File: config.mk
export PLATFORM = sky130hd
export DESIGN_NAME = pipe_stage_reg
export DESIGN_NICKNAME = d
export VERILOG_FILES = /design/src/rtl/pipe_stage_reg.sv
export SDC_FILE = /design/constraint.sdc
export NUM_CORES = 1
export LEC_CHECK = 0
export CAP_MARGIN = 10
export CORE_UTILIZATION = 50
export DETAILED_ROUTE_END_ITERATION = 8
export MAX_ROUTING_LAYER = met4
export PLACE_DENSITY = 0.77
export SETUP_SLACK_MARGIN = 0.02
export SLEW_MARGIN = 20
export SYNTH_ARGS = -nofsm -noshare
export SYNTH_HDL_FRONTEND = slang
export SYNTH_SLANG_ARGS = --single-unit
File: constraint.sdc
create_clock -name clk -period 2.75 [get_ports clk]
set_clock_uncertainty 0.15 [all_clocks]
set_input_delay 0.275 -clock clk [delete_from_list [all_inputs] [get_ports clk]]
set_output_delay 0.275 -clock clk [all_outputs]
set_load 0.01 [all_outputs]
File: src/rtl/pipe_stage_reg.sv
// Pipeline-stage register with valid/ready handshake, synchronous flush and an
// optional 2-entry skid buffer that registers in_ready.
module pipe_stage_reg #(
  parameter int unsigned      WIDTH       = 32,
  parameter logic [WIDTH-1:0] RESET_VALUE = '0,
  parameter bit               SKID        = 1'b1
) (
  input  logic             clk,
  input  logic             rst,
  input  logic             flush,
  input  logic             in_valid,
  output logic             in_ready,
  input  logic [WIDTH-1:0] in_data,
  output logic             out_valid,
  input  logic             out_ready,
  output logic [WIDTH-1:0] out_data,
  output logic [1:0]       occupancy
);

  if (SKID) begin : g_skid
    typedef enum logic [1:0] {StEmpty, StBusy, StFull} state_e;

    state_e           state_q, state_d;
    logic [WIDTH-1:0] main_q, main_d;
    logic [WIDTH-1:0] skid_q, skid_d;
    logic             ready_q;
    logic             in_fire, out_fire;

    assign in_fire  = in_valid & ready_q;
    assign out_fire = out_valid & out_ready;

    always_comb begin
      state_d = state_q;
      main_d  = main_q;
      skid_d  = skid_q;
      if (flush) begin
        state_d = StEmpty;
        main_d  = RESET_VALUE;
        skid_d  = RESET_VALUE;
      end else begin
        unique case (state_q)
          StEmpty: begin
            if (in_fire) begin
              state_d = StBusy;
              main_d  = in_data;
            end
          end
          StBusy: begin
            if (in_fire && out_fire) begin
              main_d = in_data;
            end else if (in_fire) begin
              state_d = StFull;
              skid_d  = in_data;
            end else if (out_fire) begin
              // main keeps the departed word; out_valid drops instead
              state_d = StEmpty;
            end
          end
          StFull: begin
            if (out_fire) begin
              state_d = StBusy;
              main_d  = skid_q;
            end
          end
          default: state_d = StEmpty;
        endcase
      end
    end

    always_ff @(posedge clk or negedge rst) begin
      if (!rst) begin
        state_q <= StEmpty;
        main_q  <= RESET_VALUE;
        skid_q  <= RESET_VALUE;
        ready_q <= 1'b0;
      end else begin
        state_q <= state_d;
        main_q  <= main_d;
        skid_q  <= skid_d;
        ready_q <= (state_d != StFull);
      end
    end

    assign in_ready  = ready_q;
    assign out_valid = (state_q != StEmpty);
    assign out_data  = main_q;
    assign occupancy = (state_q == StFull) ? 2'd2 : (state_q == StBusy) ? 2'd1 : 2'd0;

  end else begin : g_noskid
    logic [WIDTH-1:0] main_q;
    logic             valid_q;
    logic             in_fire, out_fire;

    assign in_ready = ~valid_q | out_ready;
    assign in_fire  = in_valid & in_ready;
    assign out_fire = valid_q & out_ready;

    always_ff @(posedge clk or negedge rst) begin
      if (!rst) begin
        main_q  <= RESET_VALUE;
        valid_q <= 1'b0;
      end else if (flush) begin
        main_q  <= RESET_VALUE;
        valid_q <= 1'b0;
      end else if (in_fire) begin
        main_q  <= in_data;
        valid_q <= 1'b1;
      end else if (out_fire) begin
        valid_q <= 1'b0;
      end
    end

    assign out_valid = valid_q;
    assign out_data  = main_q;
    assign occupancy = {1'b0, valid_q};
  end

endmodule

==> results.yml, run 1 <==
run_status:
  status: "completed"
cts:
  numCtsBuffers: 9
  cts_setup_buffers: 0
  cts.clk_slew.worst_paths_ns: 0.07
  clk_latency_ns: 0.34
  cts.path.max_buffers: 2
  cts_sinks: 67
  clock-root-buffer: "clkbuf_8"
  cts_htree_levels: 3
  tritoncts: "yes"
global_routing:
  grt_use_met2: 0.346
  grt_use_total: 0.237
  grt_max_degree: 39
  grt-busiest-layer: "met2"
  grt_antenna_before_repair: 0
  met1_usage: 0.321
  overflow: 0
  grt_pass1_vias: 2446
  use_met3: 0.0517
  grt_pass1_wl_um: 12400
pwr:
  p_leak_nw: 1.68
  peakVddDrop_mv: 0.471
  power_density_nw_per_um2: 922
  total_power_mw: 3.80
place:
  io_buffer_count: 72
  place_congestion: 0.835
  pre_cts_ws_ns: 0.291
  hpwl_um: 4870
synthesis:
  synth_top_cell_by_area: "dfrtp_1"
  synth_cell_type_count: 30
  ys_seq_area_frac: 0.513
  synth-seq-cells: 67
  syn_inst: 250
  synth_area_um2: 3270
  synth_nets: 291
  syn_area_per_cell_um2: 13.1
  yosysTopAreaCellShare: 0.513
  synthTopCellsByArea: "dfrtp_1, a211oi_2, mux2i_1, a22o_1, a21oi_1"
  ys_warn_count: 0
timing:
  max_slew.worst_pin.slew_ns: 0.700
  worst_slack_ns: 0.329
  fmax_ghz: 0.413
  finalHoldViolCount: 0
  final.setup.tns_ns: 0
  fin_crit_sh: 0.880
  setup_viol: 0
  rsz0062_at_grt: "false"
  min_period_ns: 2.42
  drv_slew: 0
  max_slew_margin: 0.533
routing:
  ant_nets: 0
  drt_iter0_markers: 148
  drcViolationCount: 0
  drt-total-wl_um: 7490
  via_per_inst: 5.99
  dr_total_vias: 2392
  dr.pass1.iters: 4
  routedWlPerCell_um: 18.8
worst_setup_path:
  worstPathMaxFanout: 17
  start_kind: "register"
  required_ns: 2.88
  arrival_ns: 2.55
  reg2regPathDepth: 6
  cp-end-kind: "register"
  worstSetupPathType: "register to register"
die:
  die-height_um: 82.8
  coreArea_um2: 6310
  fp.dieW_um: 82.8
  initial_core_util: 0.518
  dieArea_um2: 6860
  io_pins: 73
  rows: 29
min_path:
  hold-path-cell-count: 2
  hp-class: "input port to register"
final_layout:
  diodes: 0
  nFillCells: 488
  layout-area-overhead-vs-synth_pct: 26.0
  drive_gt1_frac: 0.196
  nets: 360
  register_area_um2: 1680
  multi_input_area_um2: 1380
run:
  drv_cap: 0
## placed cells by master, fill, tap and decap left out, drive strengths merged, types with 2 or more instances in the layout
cell type	instances
inv	3
nand2b	2
a22o	32
a21oi	36
clkdlybuf4s50	70
ha	4
nand2	2
dfrtp	67
nor2	2
clkbuf	10
o32ai	2
clkinv	4
buf	12
mux2i	32
a211oi	32
## critical path, cell delays in order (launching register included)
cell and delay (ns):
dfrtp_1 0.42, inv_1 0.10, ha_1 0.28, and4_1 0.29, nor2b_2 0.61, buf_4 0.33
a22o_1 0.16
## final cells by class
| cell class | instances | area share |
|---|---|---|
| sequential | 67 | 0.407 |
| multi-input combinational | 155 | 0.334 |
| timing repair buffer | 83 | 0.196 |
| clock buffer | 10 | 0.0310 |
| tap | 77 | 0.0234 |
| clock inverter | 4 | 0.00486 |
| inverter | 3 | 0.00274 |
## Yosys cell counts
library cell   n
dfrtp_1       67
a21oi_1       36
a22o_1        32
mux2i_1       32
a211oi_2      30
buf_2          9
buf_4          5
buf_12         4
clkbuf_1       4
ha_1           4
buf_6          3
a211oi_1       2
inv_1          2
nand2_1        2
nand2b_1       2
nor2_1         2
a311oi_1       1
and2_4         1
and2b_1        1
and3_1         1
and4_1         1
inv_2          1
nand3_1        1
nor2b_1        1
nor3_1         1
o21a_1         1
o21ai_2        1
o221a_2        1
o32ai_1        1
o32ai_4        1
## power breakdown
| group | leakage (nW) | internal [mW] | switching (mW) |
|---|---|---|---|
| clock | 0.0815 | 0.310 | 0.352 |
| sequential | 0.899 | 1.24 | 0.157 |
| combinational | 0.696 | 0.833 | 0.904 |
| total | 1.68 | 2.38 | 1.41 |
## stage by stage
stage	hold slack (ns)	std cells	utilization	cell area (µm²)
after global placement	0.208	384	0.627	3960
after global routing	0.110	399	0.652	4120
after floorplan	-0.171	250	-	3270
after CTS	0.104	399	0.652	4120
final	0.114	399	0.652	4120
after detailed placement	0.209	384	0.627	3960
## metal layers
metal,vias to the layer above,share of wire
met3,11,0.057
met4,0,0.018
li1,1089,-
met2,84,0.47
met1,1208,0.45
met5,-,0
## cell families (layout without fill, tap and decap cells)
family | count (synthesis) | after routing | synth area share
buffers and inverters | 28 | 100 | 0.0681
flip-flops | 67 | 67 | 0.513
adder cells (fa/ha/maj) | 4 | 4 | 0.0153
AND/OR/NAND/NOR | 13 | 13 | 0.0230
AO/OA/AOI/OAI | 106 | 106 | 0.283
multiplexers | 32 | 32 | 0.0980
## timing repair
action / 4_1_cts / 5_1_grt
hold endpoints to repair: 29 / 0
resized for setup: 0 / 0
hold buffers: 1 / 0
## flip-flops by register name (all words and copies together), names as in the netlist
signal,count
in_ready,1
g_skid.skid_q,32
g_skid.state_q,2
out_data,32
## path summary, 6_finish.rpt
check,slack (ns),to,start
setup / recovery,0.33,g_skid.skid_q[25],g_skid.state_q[1]
hold / removal,0.11,out_data[9],flush
setup reg to reg,0.33,g_skid.skid_q[25],g_skid.state_q[1]
hold reg to reg,0.36,g_skid.skid_q[13],g_skid.skid_q[13]
max in group asynchronous,1.45,g_skid.skid_q[1],rst
min in group asynchronous,0.36,g_skid.state_q[1],rst
Note: power is estimated with default switching activity, not from simulation.
==> inputs of run 2 (changes only) <==
- CTS_CLUSTER_DIAMETER: not set -> 40
==> results of run 2 <==
No change in the layout: final DEF, timing and power equal those of run 1.
==> inputs of run 3 (changes only) <==
- HOLD_SLACK_MARGIN: not set -> 0.03
==> results of run 3 <==
No change in the layout: final DEF, timing and power equal those of run 1.
==> variant 1 (config.mk and constraints of run 1) <==
Change the parameter `WIDTH` from 32 to 36.
--- a/src/rtl/pipe_stage_reg.sv
+++ b/src/rtl/pipe_stage_reg.sv
@@ -1,7 +1,7 @@
 // Pipeline-stage register with valid/ready handshake, synchronous flush and an
 // optional 2-entry skid buffer that registers in_ready.
 module pipe_stage_reg #(
-  parameter int unsigned      WIDTH       = 32,
+  parameter int unsigned      WIDTH       = 36,
   parameter logic [WIDTH-1:0] RESET_VALUE = '0,
   parameter bit               SKID        = 1'b1
 ) (
Interface: changed (resized in_data and out_data); port bits go from 73 to 81. The function was not compared with the original's and may differ.
==> variant 1 against run 1 <==
- synthesized area rose by 17%
- synthesized cell count is 58% higher
- worst setup slack got worse by 0.12 ns
- cell area is 19% higher
- sequential cell count is 8 higher
- routed wire length up 20%
- highest routed layer unchanged
- sequential share of layout area down 2.5 points
Power is not compared: it rests on default switching activity, and its combinational part moved more than twofold at a synthesized area within 25%.
==> variant 1: results (changes against run 1) <==
- The total met3 wirelength after detailed routing is 432 um (+1.9%).
- The maximum fanout encountered on the critical timing path is 48 (+31).
- The complex-gate fraction of the synthesized area is 25.06% (-3.2 points).
- The final HPWL from detailed placement came to 5.665 mm (+16%).
- The endpoint of the worst hold-timing path is g_skid.skid_q[31].
- The met2 wirelength from detailed routing is 4.577 mm (+29%).
- The net count of the mapped netlist was 439 (+51%).
- The number of buffers added on ports is 80 (+11%).
- The global-route wire length before repair came to 15.12 mm (+22%).
- The number of global-route vias before repair came to 3114 (+27%).
- The fraction of met1 tracks used by global routing is 33.21% (+1.1 points).
- After synthesis, the cell types taking the most area are sky130_fd_sc_hd__dfrtp_1, sky130_fd_sc_hd__a311oi_1, sky130_fd_sc_hd__nand2_1, sky130_fd_sc_hd__a221oi_1, sky130_fd_sc_hd__nor2b_1.
- The all-layer global routing usage is 25.83% (+2.1 points).
- The number of placed instances with taps included is 545 (+42%).
- The fraction of layout cells with a size suffix above 1 is 8.874% (-11 points).
- The largest net degree at the start of global routing is 76 (+95%).
- The number of antenna violations at the first check in global routing came to 0 (unchanged).
- The final hold slack is 0.2781 ns (+0.1645 ns).
- Summing internal, switching and leakage power gives 3.211 mW.
- The cell at the slowest stage of the critical path is sky130_fd_sc_hd__or4_2.
- The total number of yosys warnings is 0 (unchanged).
- The final routed wire length divided by cell count was 15.97 um (-15%).
- After synthesis, the most frequently instantiated cells are sky130_fd_sc_hd__dfrtp_1, sky130_fd_sc_hd__nand2_1, sky130_fd_sc_hd__inv_1.
- The routing usage on met2 is 41.36% (+6.7 points).
- The beginning of the critical path is g_skid.state_q[0].
- The flow ran to the end, and the final reports show no timing, DRC or antenna violations.
- The final critical delay including setup and external delays is 2.545 ns (+0.1247 ns).
- The average vias per placed instance is 5.701 (-4.9%).
- The register-to-register path setup slack is 0.20 ns (-0.12 ns).
- The number of filler instances in the final layout is 592 (+21%).
- The worst setup path endpoint is out_data[4].
- The sequential-to-total area share from yosys stat is 49.26% (-2.0 points).
- The data arrival at the endpoint of the critical path is 2.61 ns (+0.06 ns).
- The pre-CTS worst setup slack is 0.2412 ns (-0.04939 ns).
- The detailed-route wire length on metal 1 is 3.817 mm (+13%).
- The met3 track utilization from global routing is 5.171% (about the same).
- The measured slew at the worst slew-check pin is 0.9391 ns (+0.2386 ns).
- The placer's final routability congestion estimate came to 0.7897 (-5.5%).
- The number of non-filler instances in the completed layout is 561 (+41%).
- The fraction of the mapped netlist area in adder cells was 1.576% (+0.045 points).
- The number of distinct library cell variants in the gate-level netlist after synthesis is 28 (-6.7%).
- The standard cell area after detailed placement is 4662 um2 (+18%).
- The count of cells along the worst hold path came to 2 (unchanged).
- The mean instance size in the synthesized netlist came to 9.670 um2 (-26%).
- The peak per-stage delay on the critical path was 0.72 ns (+0.11 ns).
- The number of buffers added for setup after CTS is 0 (unchanged).
- The cell count of the worst reg-to-reg path is 7 (+1).
- The share of cell area taken by muxes after synthesis came to 0% (-9.8 points).
- The final net count is 503 (+40%).
- The first-iteration detailed-routing DRC count is 167 (+13%).
[variant 1: cell count changes after synthesis, sizes merged, moves of 19 or more]
cell | run 1 | this run
inv | 3 | 40
nand2 | 2 | 75
nor2b | 1 | 36
mux2i | 32 | 0
clkbuf | 4 | 23
a311oi | 1 | 36
a22o | 32 | 0
a211oi | 32 | 0
a221oi | 0 | 38
[variant 1: logic make-up after synthesis]
family	Yosys count
compound gates	116
fa+ha+maj	5
buf+inv	78
flops	75
simple gates	120
[variant 1: area by class of cell]
cell class	count	area (um2)	area share [%]
sequential	75	1877	38.21
multi-input combinational	241	1580	32.17
timing repair buffer	91	940.9	19.15
inverter	40	150.1	3.057
clock buffer	11	141.4	2.878
tap	99	123.9	2.522
clock inverter	4	98.84	2.012
[variant 1: worst register-to-register path: cells and delay by family (launching register included)]
| kind | cells | cell delay (ns) |
|---|---|---|
| compound gates | 2 | 0.45 |
| fa+ha+maj | 1 | 0.24 |
| buf+inv | 3 | 0.44 |
| flops | 1 | 0.42 |
| simple gates | 1 | 0.72 |
==> variant 2 (flow settings as in run 1) <==
Made on the original files. Make the reset (`rst`) synchronous in 2 clocked blocks.
--- a/src/rtl/pipe_stage_reg.sv
+++ b/src/rtl/pipe_stage_reg.sv
@@ -67,7 +67,7 @@
       end
     end
 
-    always_ff @(posedge clk or negedge rst) begin
+    always_ff @(posedge clk) begin
       if (!rst) begin
         state_q <= StEmpty;
         main_q  <= RESET_VALUE;
@@ -95,7 +95,7 @@
     assign in_fire  = in_valid & in_ready;
     assign out_fire = valid_q & out_ready;
 
-    always_ff @(posedge clk or negedge rst) begin
+    always_ff @(posedge clk) begin
       if (!rst) begin
         main_q  <= RESET_VALUE;
         valid_q <= 1'b0;
Behaviour: differs if rst is asserted again (counterexample within 4 cycles, from zero or initial values and one cycle with rst low); with rst held inactive, the same outputs for 4 cycles.
==> variant 2 against run 1 <==
- sequential share of layout area fell by 5.3 points
- routed wire length fell by 19%
- worst setup slack improved by 0.39 ns
- sequential cell count did not move
- cell area fell by 8.0%
- synthesized area fell by 12%
- largest cell class is now multi-input gates
Power is not compared: it rests on default switching activity, and its combinational part moved more than twofold at a synthesized area within 25%.
==> variant 2: results (changes against run 1) <==
- The net count of the mapped netlist is 339 (+16%).
- The number of distinct library cell variants in the gate-level netlist after synthesis is 26 (-13%).
- The synthesized instance count is 302 (+21%).
- The async set-or-reset flop fraction in the synthesized netlist is 0% (-100 points).
- The global-route wire length before repair is 10.27 mm (-17%).
- The cell count of the worst reg-to-reg path is 4 (-2).
- The number of non-filler instances in the completed layout is 442 (+11%).
- The number of filler instances in the final layout was 444 (-9.0%).
- The fraction of layout cells with a size suffix above 1 is 17.30% (-2.3 points).
- In this run the critical register-to-register path is captured at g_skid.skid_q[31].
- The worst register-to-register path begins at g_skid.state_q[1].
- The deepest clock path buffer count is 2 (unchanged).
- The clock-pin slew of the registers on the worst-case setup and hold paths is 0.07 ns (about the same).
- The flow ran to the end, and the final reports show no timing, DRC or antenna violations.
- The final routed wire length divided by cell count was 13.73 um (-27%).
- The final net count is 403 (+12%).
- The maximum fanout encountered on the critical timing path is 7 (-10).
- The path with the worst hold slack has its endpoint at g_skid.skid_q[1].
- The number of global-route vias before repair is 2172 (-11%).
- The overall via count from detail_route is 2294 (-4.1%).
- By area the synthesized netlist is led by sky130_fd_sc_hd__dfxtp_1, sky130_fd_sc_hd__a211oi_2, sky130_fd_sc_hd__mux2i_1, sky130_fd_sc_hd__nand2_1, sky130_fd_sc_hd__a21oi_1.
- The largest net degree at the start of global routing was 65 (+67%).
- Counting instances in the post-synthesis netlist gives the leading cell types as sky130_fd_sc_hd__dfxtp_1, sky130_fd_sc_hd__nand2_1, sky130_fd_sc_hd__a21oi_1.
- The fraction of met1 tracks used by global routing is 27.31% (-4.8 points).
- The number of placed instances with taps included is 427 (+11%).
- The routing usage on met2 came to 35.31% (+0.66 points).
- The met3 track utilization from global routing was 7.647% (+2.5 points).
- The placer's final routability congestion estimate is 0.7176 (-14%).
- The standard cell area after detailed placement is 3596 um2 (-9.2%).
- The all-layer global routing usage was 22.51% (-1.2 points).
- The first-iteration detailed-routing DRC count is 122 (-18%).
- In this run the most critical hold path is launched from g_skid.skid_q[1].
- The final HPWL from detailed placement is 3.769 mm (-23%).
- The measured slew at the worst slew-check pin is 0.6600 ns (-0.04050 ns).
- The register-to-register path setup slack was 0.90 ns (+0.57 ns).
- In this run the worst hold path is classified as reg2reg.
- The sequential-to-total area share from yosys stat came to 46.79% (-4.5 points).
-- variant 2: cell count changes in the layout (fill, tap and decap cells not counted), sizes merged, moves of 3 or more --
cell   change
nand2     +63
nor2      +31
dfxtp     +67
ha         -4
a22o      -32
a21oi      -3
buf        -7
dfrtp     -67
-- variant 2: cell type report --
type | instances | area, um2 | area share (%)
clock inverter | 5 | 53.80 | 1.421
clock buffer | 10 | 137.6 | 3.634
timing repair buffer | 77 | 770.7 | 20.35
multi-input combinational | 210 | 1390 | 36.70
sequential | 67 | 1341 | 35.41
tap | 72 | 90.09 | 2.379
inverter | 1 | 3.754 | 0.09911
-- variant 2: critical path, cell delays in order (launching register included) --
cell and delay, ns:
sky130_fd_sc_hd__dfxtp_1 0.52, sky130_fd_sc_hd__or2_4 0.22, sky130_fd_sc_hd__clkdlybuf4s50_1 0.54
-- variant 2: worst max-delay path by stage --
stage	startpoint	to	slack, ns
after floorplan	g_skid.state_q[1]	out_data[10]	1.17
after global placement	out_ready	out_data[16]	0.67
after detailed placement	out_ready	out_data[22]	0.58
after CTS	g_skid.state_q[1]	out_valid	0.72
after global routing	g_skid.state_q[1]	occupancy[1]	0.63
final	g_skid.state_q[1]	out_valid	0.72
-- variant 2: cells by family after synthesis --
kind of cell	Yosys count	synth area share [%]
flops	67	46.79
compound gates	69	20.73
simple gates	109	16.32
buf+inv	25	4.976
mux	32	11.17
-- variant 2: stage by stage --
step	worst slack (ns)	power [mW]	hold slack, ns
5_1_grt	0.6284	2.151	0.3270
3_5_place_dp	0.5785	1.294	0.2974
3_3_place_gp	0.6714	1.290	0.2905
6_report	0.7161	2.065	0.3045
2_1_floorplan	1.169	1.175	0.2467
4_1_cts	0.7151	2.082	0.3076
-- variant 2: where the power goes --
group | switching (mW) | leakage, nW | internal, mW
combinational | 0.127 | 0.827 | 0.135
sequential | 0.0151 | 0.543 | 0.994
clock | 0.359 | 0.102 | 0.435
-- variant 2: metal layers --
layer / part of all wire [%] / wire (um) / vias up
met5: 0 / 0 / -
met2: 46 / 2794 / 55
li1: - / - / 1162
met4: 1.1 / 65 / 0
met1: 47 / 2840 / 1070
met3: 6.1 / 368 / 7
